$ cat src/rtl/digital_set_ctrl.sv
// Button-driven set-mode controller: turns mode/increment buttons into one-cycle field set pulses.
// Optional macro DIGITAL_SET_FREEZE_EN holds the clock block (run_en low) while a field is being set.
module digital_set_ctrl #(
    parameter int REPEAT_DLY  = 3,
    parameter int REPEAT_RATE = 1,
    parameter int TIMEOUT     = 30,
    parameter int CNT_W       = 6
) (
    input  logic       clk,
    input  logic       res,
    input  logic       btn_mode,
    input  logic       btn_inc,
    output logic       sc,
    output logic       mn,
    output logic       hrs,
    output logic       dt,
    output logic       mon,
    output logic       yr,
    output logic [2:0] field,
    output logic       set_active,
    output logic       blink,
    output logic       run_en
);

    typedef enum logic [2:0] {
        RUN = 3'd0,
        SEC = 3'd1,
        MIN = 3'd2,
        HR  = 3'd3,
        DD  = 3'd4,
        MM  = 3'd5,
        YY  = 3'd6
    } state_t;

    localparam logic [CNT_W-1:0] DLY_C  = CNT_W'(REPEAT_DLY);
    localparam logic [CNT_W-1:0] RATE_C = CNT_W'(REPEAT_RATE);
    localparam logic [CNT_W-1:0] TO_C   = CNT_W'(TIMEOUT - 1);

    state_t           state, stateNext;
    logic             modePrev, incPrev;
    logic [CNT_W-1:0] repCnt, repCntNext;
    logic             repRunning, repRunningNext;
    logic [CNT_W-1:0] idleCnt, idleCntNext;
    logic [5:0]       pulses, pulsesNext;
    logic             blinkReg, blinkNext;
    logic             fire;
    logic             modeRise, incRise;

    assign modeRise = btn_mode & ~modePrev;
    assign incRise  = btn_inc & ~incPrev;

    // repCnt == 0 means no repeat armed; it only becomes nonzero on an inc rise inside a set state.
    always_comb begin
        stateNext      = state;
        repCntNext     = repCnt;
        repRunningNext = repRunning;
        idleCntNext    = idleCnt;
        pulsesNext     = '0;
        fire           = 1'b0;
        if (state == RUN) begin
            repCntNext     = '0;
            repRunningNext = 1'b0;
            idleCntNext    = '0;
            if (modeRise)
                stateNext = SEC;
        end else if (modeRise) begin
            stateNext      = (state == YY) ? RUN : state_t'(state + 3'd1);
            repCntNext     = '0;
            repRunningNext = 1'b0;
            idleCntNext    = '0;
        end else if (btn_inc) begin
            idleCntNext = '0;
            if (incRise) begin
                fire           = 1'b1;
                repCntNext     = CNT_W'(1);
                repRunningNext = 1'b0;
            end else if (repCnt != '0) begin
                if (repCnt == (repRunning ? RATE_C : DLY_C)) begin
                    fire           = 1'b1;
                    repCntNext     = CNT_W'(1);
                    repRunningNext = 1'b1;
                end else begin
                    repCntNext = repCnt + CNT_W'(1);
                end
            end
        end else begin
            repCntNext     = '0;
            repRunningNext = 1'b0;
            if (idleCnt == TO_C) begin
                stateNext   = RUN;
                idleCntNext = '0;
            end else begin
                idleCntNext = idleCnt + CNT_W'(1);
            end
        end

        if (fire) begin
            case (state)
                SEC:     pulsesNext = 6'b000001;
                MIN:     pulsesNext = 6'b000010;
                HR:      pulsesNext = 6'b000100;
                DD:      pulsesNext = 6'b001000;
                MM:      pulsesNext = 6'b010000;
                YY:      pulsesNext = 6'b100000;
                default: pulsesNext = 6'b000000;
            endcase
        end
        blinkNext = (stateNext != RUN) ? ~blinkReg : 1'b0;
    end

    // Button history loads 1 in reset so a button held through reset is not seen as a press.
    always_ff @(posedge clk) begin
        if (res) begin
            state      <= RUN;
            modePrev   <= 1'b1;
            incPrev    <= 1'b1;
            repCnt     <= '0;
            repRunning <= 1'b0;
            idleCnt    <= '0;
            pulses     <= '0;
            blinkReg   <= 1'b0;
        end else begin
            state      <= stateNext;
            modePrev   <= btn_mode;
            incPrev    <= btn_inc;
            repCnt     <= repCntNext;
            repRunning <= repRunningNext;
            idleCnt    <= idleCntNext;
            pulses     <= pulsesNext;
            blinkReg   <= blinkNext;
        end
    end

    assign sc         = pulses[0];
    assign mn         = pulses[1];
    assign hrs        = pulses[2];
    assign dt         = pulses[3];
    assign mon        = pulses[4];
    assign yr         = pulses[5];
    assign field      = state;
    assign set_active = (state != RUN);
    assign blink      = blinkReg;

`ifdef DIGITAL_SET_FREEZE_EN
    assign run_en = ~set_active;
`else
    assign run_en = 1'b1;
`endif

endmodule
$ cat config.mk
export PLATFORM = sky130hd
export DESIGN_NAME = digital_set_ctrl
export DESIGN_NICKNAME = d
export VERILOG_FILES = /design/src/rtl/digital_set_ctrl.sv
export SDC_FILE = /design/constraint.sdc
export NUM_CORES = 1
export LEC_CHECK = 0
export CAP_MARGIN = 25
export CORE_ASPECT_RATIO = 1.2
export CORE_UTILIZATION = 40
export CTS_CLUSTER_SIZE = 12
export DETAILED_ROUTE_END_ITERATION = 16
export SYNTH_ARGS = -nofsm -noshare
export SYNTH_HDL_FRONTEND = slang
export SYNTH_SLANG_ARGS = --single-unit
$ cat constraint.sdc
create_clock -name clk -period 2.31 [get_ports clk]
set_input_delay 0.5775 -clock clk [delete_from_list [all_inputs] [get_ports clk]]
set_output_delay 0.5775 -clock clk [all_outputs]
set_load 0.01 [all_outputs]
==> Word-level counts from Yosys, hierarchy flattened <==
Cells that the tools add are included.
{ "totals": {"out_inout_bits": 12, "register_bits": 25, "wordCells": 56, "inputBits": 4} }
{ "op_classes": {"n_mux": 17, "n_bitwise": 8, "n_reduce_logical": 11, "n_eq_ne": 8, "addsub": 3} }
{ "op_table": {"columns": ["op", "n"], "rows": [
  ["$pmux W6 S6", 1],
  ["$mux W3", 6],
  ["$add A6 B1 Y6 const B", 2],
  ["$reduce_or A5 Y1", 2],
  ["$eq A3 B3 Y1 const B", 3],
  ["$mux W1", 8],
  ["$eq A3 B2 Y1 const B", 2],
  ["$eq A6 B2 Y1", 1],
  ["$eq A6 B5 Y1 const B", 1],
  ["$mux W6", 1],
  ["$not A1 Y1", 6],
  ["$reduce_bool A3 Y1", 2],
  ["$reduce_bool A6 Y1", 1],
  ["$reduce_or A2 Y1", 2],
  ["$reduce_or A4 Y1", 1],
  ["$add A3 B1 Y3 const B", 1],
  ["$eq A3 B1 Y1 const B", 1],
  ["$logic_not A3 Y1", 1],
  ["$and A1 B1 Y1", 2],
  ["$mux W2", 1],
  ["$reduce_and A2 Y1", 1],
  ["$reduce_bool A2 Y1", 1]
]} }

==> Longest topological paths before layout <==
{ "depth": {"word_depth": 10, "depth_mapped": 6, "depth_no_buf": 5} }

==> Least setup slack after synthesis <==
No wires, ideal clock.
{ "synth_path": {"path_type": "register to register", "start": "reg state[0] (netlist: field[0])", "end": "reg state[2] (netlist: field[2])", "required_time_ps": 2215, "slack_ps": 626, "n_path_buf": 1, "setup_time_ps": 95, "stages_incl_launch_ff": 7, "arrival_time_ps": 1589, "synth_period_minus_slack_ps": 1684, "cell_sequence": "dfxtp_1 > clkbuf_1 > and2_1 > ha_1 > nor3b_1 > o21ai_0 > a221oi_1"} }
{ "synth_between": {"elab_chain_cells": 4, "word_cells_on_any_way": 6, "cone_classes": "add/sub (1); eq/ne (1); mux (3); reduce/logical (1)"} }
{ "synth_lines": {"columns": ["element", "line", "text"], "rows": [
  ["from (decl)", "39", "state_t state, stateNext;"],
  ["from (signal assigned)", "123", "state <= stateNext;"],
  ["$add A3 B1 Y3 / $eq A3 B3 Y1 (equally long branches)", "67", "stateNext = (state == YY) ? RUN : state_t'(state + 3'd1);"],
  ["$mux W3", "67", null],
  ["$mux W3", "66", "end else if (modeRise) begin"],
  ["$mux W3 (*)", "60", "if (state == RUN) begin"]
]} }
Mark *: on every way between the ends. The rest lies on a longest branch, timed or not.
A chain may end at the register's enable or synchronous reset.

==> Final worst setup path <==
{ "layout_path": {"start": "reg state[0] (netlist: field[0])", "end": "out field[0]"} }
{ "layout_lines": {"columns": ["element", "line", "text"], "rows": [
  ["to (decl)", "19", "output logic [2:0] field,"]
]} }
No word-level cell between the ends.

==> results.sh <==
export IMPL_slew_viol_final=0
export IMPL_portBuffers=14
export IMPL_clockBufferDepth=2
export IMPL_gp_routability_congestion=0.864
export IMPL_grt_busiest_layer="met2"
export IMPL_syn2layout_area_growth_pct=20.0
export IMPL_synth_top_cell_area_share=0.441
export IMPL_setup_violations=0
export IMPL_seq_area_frac_synth=0.441
export IMPL_worst_r2r_startpoint="field[0]"
export IMPL_cap_violations=0
export IMPL_criticalPathCategory="flop to primary output"
export IMPL_cellPowerDensity_nw_per_um2=507
export IMPL_max_freq_ghz=0.508
export IMPL_leakagePower_uw=0.000465
export IMPL_ant_nets=0
export IMPL_min_period_over_period=0.852
export IMPL_hold_path_depth=1
export IMPL_setup_tns_ns=0
export IMPL_met2_usage=0.272
export IMPL_critPathLaunchType="flop"
export IMPL_grt_pass1_vias=863
export IMPL_clock_latency_ns=0.33
export IMPL_die_width_um=50.6
export IMPL_multiInputGateArea_um2=579
export IMPL_skew_ns=0.0232
export IMPL_worst_slew_pin_slew_ns=0.545
export IMPL_drc=0
export IMPL_cts_tree="yes"
export IMPL_yosys_top_cells_area="dfxtp_1 (44%), ha_1 (5.5%), nor3_1 (4.0%)"
export IMPL_final_cell_mix="dfxtp_1 (23), clkdlybuf4s50_1 (13), inv_1 (9), nor3_1 (9), nand3_1 (7)"
export IMPL_totalWireLength_mm=2.11
export IMPL_synth_seq_cells=25
export IMPL_synth_edff_count=0
export IMPL_grt_util_all_layers=0.161
export IMPL_initial_core_util=0.436
export IMPL_nFillCells=265
export IMPL_vias_per_cell=5.51
export IMPL_path_cells="buf_4, clkdlybuf4s50_1"
export IMPL_critical_path_max_fanout=12
export IMPL_vias=936
export IMPL_overflow=0
export IMPL_grt_use_met1=0.205
export IMPL_rsz0062_at_grt="no"
export IMPL_slew_headroom=0.636
export IMPL_grt_use_met3=0.0226
export IMPL_crit_path_end_kind="primary output"
export IMPL_antenna_found_initial=0
export IMPL_crit_slowest_cell="clkdlybuf4s50_1"
export IMPL_worstPathArrival_ns=1.39
export IMPL_drt_wirelength_per_cell_um=12.4
export IMPL_clk_pin_slew_worst_paths_ns=0.16
export IMPL_layout_nets=147
export IMPL_grt_start_max_net_pins=17
export IMPL_core_area_um2=2600
export IMPL_synth_cells=119
export IMPL_dr_pass1_iters=4
export IMPL_hold_path_endpoint="blink"
export IMPL_netlist_area_um2=1130
export IMPL_peakVddDrop_v=0.000303
export IMPL_grt_pass1_wl_mm=3.68
export IMPL_reg2reg_depth=6
export IMPL_pre_cts_ws_ns=0.320
export IMPL_reg2reg_slack_ns=0.59
export IMPL_dp_hpwl_mm=1.54
export IMPL_syn_num_nets=128
export IMPL_min_from="blink"
export IMPL_drive_gt1_frac=0.109
export IMPL_clock_root_buffer="clkbuf_4"
export IMPL_cts_sinks=25
export IMPL_diodes=0
export IMPL_cts_max_level=1
export IMPL_cts_hold_buffers_added=0
export IMPL_avgSynthCellArea_um2=9.54
export IMPL_register_area_um2=503
export IMPL_hold_viol=0
export IMPL_rows=20
export IMPL_min_path_type="flop to flop"
export IMPL_synth_ff_type="dfxtp_1"
export IMPL_ys_types=35
export IMPL_slowest_delay_ns=0.54
export IMPL_yosysWarnings=0
export IMPL_final_common_cell="dfxtp_1"
export IMPL_die_area_um2=3060
export IMPL_numCtsBuffers=3
export IMPL_drt_iter0_drc=11
export IMPL_ios=16
export IMPL_fin_ws_ns=0.341
export IMPL_fin_crit_ns=1.97
export IMPL_synth_largest_area_cell="dfxtp_1"
export IMPL_reg2reg_to="field[2]"
export IMPL_cp_required_ns=1.73
export IMPL_status="finished, final reports clean"
export IMPL_async_flop_share=0
export IMPL_die_h_um=60.4
per-stage QoR:
| stage | cells | total power [µW] | hold slack, ns | area, µm² | util |
|---|---|---|---|---|---|
| 4_1_cts | 170 | 703 | 0.446 | 1360 | 0.521 |
| 3_3_place_gp | 166 | 494 | 0.425 | 1330 | 0.509 |
| 6_report | 170 | 690 | 0.450 | 1360 | 0.523 |
| 5_1_grt | 170 | 727 | 0.464 | 1360 | 0.523 |
| 2_1_floorplan | 119 | 473 | 0.467 | 1130 | - |
| 3_5_place_dp | 166 | 494 | 0.420 | 1330 | 0.509 |
per-layer routing:
layer	routed length [µm]	up-vias
met5	0	-
met4	10	0
met3	74	2
met2	1030	19
met1	992	443
li1	-	472
state kept, by name, indices dropped and copies added, names as in the netlist:
| signal | cells |
|---|---|
| repRunning | 1 |
| modePrev | 1 |
| incPrev | 1 |
| repCnt | 6 |
| pulses | 6 |
| idleCnt | 6 |
| field | 3 |
| blink | 1 |
layout make-up:
| class | instances | area share |
|---|---|---|
| multi-input cells | 81 | 0.426 |
| flip-flops and latches | 25 | 0.369 |
| repair buffers | 18 | 0.127 |
| well taps | 33 | 0.0303 |
| inverters | 9 | 0.0248 |
| clock buffers | 3 | 0.0165 |
| clock inverters | 1 | 0.00643 |
kinds of logic (layout without fill, tap and decap cells):
kind of cell / count (synthesis) / after routing / share of synthesized area
other: 1 / 1 / 0.00330
AOI/OAI and AO/OA: 25 / 25 / 0.170
adders and majority gates: 5 / 5 / 0.0551
xor gates and xnor gates: 7 / 7 / 0.0540
buffers and inverters: 13 / 31 / 0.0485
and+or+nand+nor: 43 / 43 / 0.228
DFF: 25 / 25 / 0.441
synth_stat cells, types with 2 or more instances:
cell and instances:
a2111oi_0 2, a211o_1 2, a211oi_1 3, a21o_1 2, a311oi_1 2, a31oi_1 3, buf_2 2, dfxtp_1 25
ha_1 5, inv_1 9, nand2_1 4, nand2b_1 4, nand3_1 7, nor2b_1 2, nor3_1 9, nor3b_1 2
nor4_1 4, o21ai_0 5, or2_2 2, or3_1 5, xnor2_1 2, xor2_1 5
worst max path at each step:
stage,start,to,slack [ns],cells past startpoint
finish,field[0],field[0],0.34,2
global route,field[0],field[0],0.27,2
CTS,field[1],set_active,0.01,2
detailed placement,btn_inc,field[1],0.32,4
global placement,btn_inc,field[1],0.32,4
floorplan,field[0],field[2],0.63,6
worst max-delay path: cells and delay by family, from the launching register on:
| family | cells | cell delay (ns) |
|---|---|---|
| buffers and inverters | 2 | 0.71 |
| DFF | 1 | 0.35 |
where the power goes:
group / internal [µW] / switching (µW)
combinational: 21.5 / 24.1
clock: 70.3 / 136
sequential: 436 / 2.78
total: 528 / 163
what timing repair did:
item                                   CTS  global route
setup endpoints to repair                0             1
endpoints found under the hold margin    0             0
gates resized for setup                  0             3
buffers inserted                         0             0
No activity file was read; power rests on OpenSTA's default activity.
==> patch 1: new RTL, same settings <==
Change the parameter `CNT_W` from 6 to 3.
--- a/src/rtl/digital_set_ctrl.sv
+++ b/src/rtl/digital_set_ctrl.sv
@@ -6,3 +6,3 @@
     parameter int TIMEOUT     = 30,
-    parameter int CNT_W       = 6
+    parameter int CNT_W       = 3
 ) (
Formal check against the unedited RTL: not equivalent (Yosys sat finds a counterexample within 10 cycles, from zero or initial values).
==> patch 1 against the original RTL <==
Worst hold slack improved by 0.014 ns; area after synthesis shrank 13%; design area fell by 14%; utilization down 1.4 points; die area is 13% lower; power down 19%; clock power fell by 17%; worst setup slack got worse by 0.21 ns; non-clock buffer count shrank 1; sequential cell count down 6; global-route usage rose by 0.71 points; via count down 15%; wire length shrank 13%; critical path type unchanged.
==> patch 1: results (changes against the original RTL) <==
largest net degree at the start of global routing: 15 (was 17)
max FFs per register: 6
Max VDD drop: 0.334 mV (was 0.303 mV)
largest register by flop count: pulses
first-pass GRT wire length: 3290 um (was 3680 um)
total track usage: 16.8% (was 16.1%)
dpl hpwl: 1340 um (was 1540 um)
DRT iter0 DRCs: 10 (was 11)
met3 GRT Util: 2.89% (was 2.26%)
top cells by area, synth: dfxtp_1, ha_1, nor4b_2, nor2_1, nand3_1 (was dfxtp_1, ha_1, nor3_1, xor2_1, nand3_1)
Synth top cells by count: dfxtp_1, nor2_1, nand2_1, nand3_1 (was dfxtp_1, inv_1, nor3_1)
post-DR wirelength/cell: 12.1 um (was 12.4 um)
Max clock buf depth: 2 (unchanged)
status: finished clean (unchanged)
cells after synthesis: 107 (was 119)
leakage: 0.420 nW (was 0.465 nW)
later-pin clock latency in the skew report: 0.29 ns (was 0.33 ns)
via count: 793 (was 936)
Layout Nets: 131 (was 147)
Root Buffer Master: clkbuf_4 (unchanged)
final WL: 1840 um (was 2110 um)
register area share after synthesis: 38.7% (was 44.1%)
vias in the first global route: 757 (was 863)
critical-path maximum fanout: 5 (was 12)
CTS Buf Count: 3 (unchanged)
hold crit path type: register to register (unchanged)
post-route clock skew: 0.00600 ns (was 0.0232 ns)
Area after DPL: 1150 um^2 (was 1330 um^2)
Clock transition at path regs: 0.11 ns (was 0.16 ns)
post-CTS setup buffers: 0 (unchanged)
routability cong.: 0.869 (was 0.864)
worst path arrival time: 1.60 ns (was 1.39 ns)
GR Util met2: 26.0% (was 27.2%)
H-Tree Depth: 1 (unchanged)
antenna violations before repair: 0 (unchanged)
Fillers: 243 (was 265)
share of post-route cells with drive strength above 1: 14.9% (was 10.9%)
drt pass-1 iters: 4 (unchanged)
number of enable flip-flop cells after synthesis: 0 (unchanged)
met1 Use GR: 23.2% (was 20.5%)
Syn. warnings: 0 (unchanged)
Yosys cell types: 37 (was 35)
syn nets: 116 (was 128)
Placed Instances: 148 (was 166)
==> patch 1: changes by cell type after synthesis, sizes merged, moves of 3 or more <==
cell   before  now
xor2        5    1
nor3        9    1
inv         9    5
nor2        0   10
a21oi       1    4
or3         5    1
nor4        5    0
dfxtp      25   19
nor4b       0    3
==> patch 1: layer usage <==
metal  part of all wire, %  vias to the layer above
li1                      -                      408
met1                    46                      360
met2                    49                       23
met3                   4.2                        2
met4                  0.76                        0
met5                     0                        -
==> patch 1: critical path, cell delays in order, from the launching register on <==
cell	delay [ns]
dfxtp_1	0.33
or3_1	0.47
clkdlybuf4s50_1	0.52
==> patch 1: logic make-up (layout without fill, tap and decap cells) <==
kind of cell | Yosys count | in the layout | synth area share, %
AO/OA/AOI/OAI | 20 | 20 | 15.5
XOR/XNOR | 1 | 1 | 1.66
adder cells (fa/ha/maj) | 5 | 5 | 6.37
buffers and inverters | 12 | 26 | 5.48
flip-flops | 19 | 19 | 38.7
multiplexers | 1 | 1 | 1.02
other | 1 | 1 | 0.382
AND/OR/NAND/NOR | 48 | 48 | 30.8
==> patch 1: cell type report <==
cell class	instances	area, um^2	area share [%]
Timing Repair Buffer	17	163	13.8
Multi-Input combinational cell	76	548	46.6
Clock buffer	4	26.3	2.24
Tap cell	31	38.8	3.30
Inverter	5	18.8	1.60
Sequential cell	19	380	32.4
==> patch 1: worst paths after layout <==
check | slack, ns | start | endpoint | cells past startpoint
min reg2reg | 0.46 | incPrev$_SDFF_PP1_ | repCnt[0]$_SDFFE_PP0P_ | 1
max reg2reg | 0.65 | repCnt[0]$_SDFFE_PP0P_ | pulses[1]$_SDFF_PP0_ | 5
max | 0.13 | field[0]$_SDFF_PP0_ | set_active | 2
min | 0.46 | incPrev$_SDFF_PP1_ | repCnt[0]$_SDFFE_PP0P_ | 1
==> patch 1: stage by stage <==
step                power, W  setup slack [ns]  hold slack [ns]
finish              0.000557             0.129            0.464
floorplan           0.000376             0.868            0.426
CTS                 0.000566             0.122            0.469
global placement    0.000394             0.369            0.444
global route        0.000588            0.0760            0.513
detailed placement  0.000394             0.378            0.453
==> patch 1: where the power goes <==
part / switching, W / internal, W / total, W / leakage (nW)
clock: 0.000103 / 0.0000671 / 0.000170 / 0.0150
sequential: 0.00000275 / 0.000332 / 0.000335 / 0.154
combinational: 0.0000265 / 0.0000253 / 0.0000517 / 0.251
==> patch 2: new RTL, same flow settings <==
Made on the original files. Register the input `btn_mode` before use. The logic sees it one clock later. The other inputs are not delayed to match.
--- a/src/rtl/digital_set_ctrl.sv
+++ b/src/rtl/digital_set_ctrl.sv
@@ -38,2 +38,8 @@
 
+    logic btn_mode_q;
+
+    always_ff @(posedge clk) begin
+        btn_mode_q <= btn_mode;
+    end
+
     state_t           state, stateNext;
@@ -48,3 +54,3 @@
 
-    assign modeRise = btn_mode & ~modePrev;
+    assign modeRise = btn_mode_q & ~modePrev;
     assign incRise  = btn_inc & ~incPrev;
@@ -123,3 +129,3 @@
             state      <= stateNext;
-            modePrev   <= btn_mode;
+            modePrev   <= btn_mode_q;
             incPrev    <= btn_inc;
Function: changed (a bounded check fails within 4 cycles, from zero or initial values).
==> patch 2 against the original RTL <==
Sequential share of layout area is 0.053 points higher; power is 18% higher; clock skew is 0.017 ns lower; via count is 1.6% lower; worst hold slack worse by 0.017 ns; design area is 3.6% higher; sequential cell count is 1 higher; wire length is 11% higher; area after synthesis is 2.0% higher; die area is 1.9% higher; worst setup slack worse by 0.17 ns; cell count is 2.4% higher; highest routed layer unchanged.
==> patch 2: results (changes against the original RTL) <==
via count: 921 (was 936)
post-route clock skew: 0.00633 ns (was 0.0232 ns)
routability cong.: 0.800 (was 0.864)
status: finished clean (unchanged)
reg-to-reg slack, setup: 0.61 ns (was 0.59 ns)
first-pass GRT wire length: 3650 um (was 3680 um)
Max VDD drop: 0.307 mV (was 0.303 mV)
largest net degree at the start of global routing: 16 (was 17)
CTS Buf Count: 3 (unchanged)
Yosys cell types: 35 (unchanged)
Fillers: 269 (was 265)
Layout Nets: 150 (was 147)
share of post-route cells with drive strength above 1: 12.1% (was 10.9%)
most numerous cell in the Yosys netlist: dfxtp_1 (unchanged)
hold path depth: 1 (unchanged)
critical-path maximum fanout: 9 (was 12)
syn nets: 129 (was 128)
Synth top cells by count: dfxtp_1, inv_1, nor3_1 (unchanged)
later-pin clock latency in the skew report: 0.32 ns
drt pass-1 iters: 4 (unchanged)
top cells by area, synth: dfxtp_1, ha_1, nor3_1, xor2_1, nand2b_1 (was dfxtp_1, ha_1, nor3_1, xor2_1, nand3_1)
vias in the first global route: 848 (was 863)
register area share after synthesis: 45.0% (was 44.1%)
post-DR wirelength/cell: 13.4 um (was 12.4 um)
post-CTS setup buffers: 0 (unchanged)
H-Tree Depth: 1 (unchanged)
antenna violations before repair: 0 (unchanged)
leakage: 0.465 nW (about the same)
Root Buffer Master: clkbuf_4 (unchanged)
Port Buffers: 14 (unchanged)
total track usage: 15.9% (was 16.1%)
hold crit path type: register to register (unchanged)
ys async rst share: 0% (unchanged)
antenna cells: 0 (unchanged)
reg2reg path depth: 5 (was 6)
aggregate global routing overflow: 0 (unchanged)
Max clock buf depth: 2 (unchanged)
biggest regs: idleCnt (6), pulses (6), repCnt (6) (unchanged)
Slew HR: 65.3% (was 63.6%)
DRT iter0 DRCs: 20 (was 11)
dpl hpwl: 1740 um (was 1540 um)
Clock transition at path regs: 0.14 ns (was 0.16 ns)
Syn. warnings: 0 (unchanged)
-- patch 2: worst max-delay path, cell delays in order (launching register included) --
cell and delay (ns):
dfxtp_2 0.39, or3_2 0.54, dlygate4sd2_1 0.31
-- patch 2: cells by family after synthesis --
logic type,Yosys count,share of synthesized area [%]
compound gates,24,16.2
buf+inv,12,4.65
xor+xnor,7,5.30
flops,26,45.0
simple gates,45,23.1
other cells,1,0.324
fa+ha+maj,5,5.41
-- patch 2: path summary, 6_finish.rpt --
check / start / endpoint
max: field[1]$_SDFF_PP0_ / set_active
min: blink$_SDFF_PP0_ / blink$_SDFF_PP0_
max reg2reg: repCnt[0]$_SDFFE_PP0P_ / pulses[5]$_SDFF_PP0_
min reg2reg: blink$_SDFF_PP0_ / blink$_SDFF_PP0_
-- patch 2: stage by stage --
step,cells,total power (W),setup slack [ns],cell area [um^2],hold slack (ns)
floorplan,120,0.000494,0.687,1160,0.434
global placement,170,0.000515,0.284,1360,0.416
detailed placement,170,0.000515,0.238,1360,0.415
CTS,174,0.000825,0.160,1410,0.442
global route,174,0.000844,0.139,1410,0.461
finish,174,0.000816,0.173,1410,0.433
-- patch 2: report_power, final --
part,total [W],internal [W],switching (W)
sequential,0.000457,0.000454,0.00000321
combinational,0.0000472,0.0000215,0.0000257
clock,0.000312,0.000176,0.000136
-- patch 2: per-layer routing --
metal / track usage [%] / wire length, um / vias up
li1: - / - / 477
met1: 18.2 / 1050 / 425
met2: 28.4 / 1200 / 15
met3: 3.51 / 74 / 4
met4: 6.75 / 21 / 0
met5: 0 / 0 / -
-- patch 2: timing repair --
action                                  4_1_cts  5_1_grt
hold endpoints to repair                      0        0
endpoints found under the setup margin        1        0
resized for setup                             2        0
-- patch 2: cell type report --
class                   count  area (um^2)  share of cell area [%]
clock buffers               3         22.5                    1.60
clock inverters             1         30.0                    2.13
inverters                   9         33.8                    2.40
multi-input cells          82          583                    41.3
flip-flops and latches     26          522                    37.0
well taps                  34         42.5                    3.02
repair buffers             19          176                    12.5
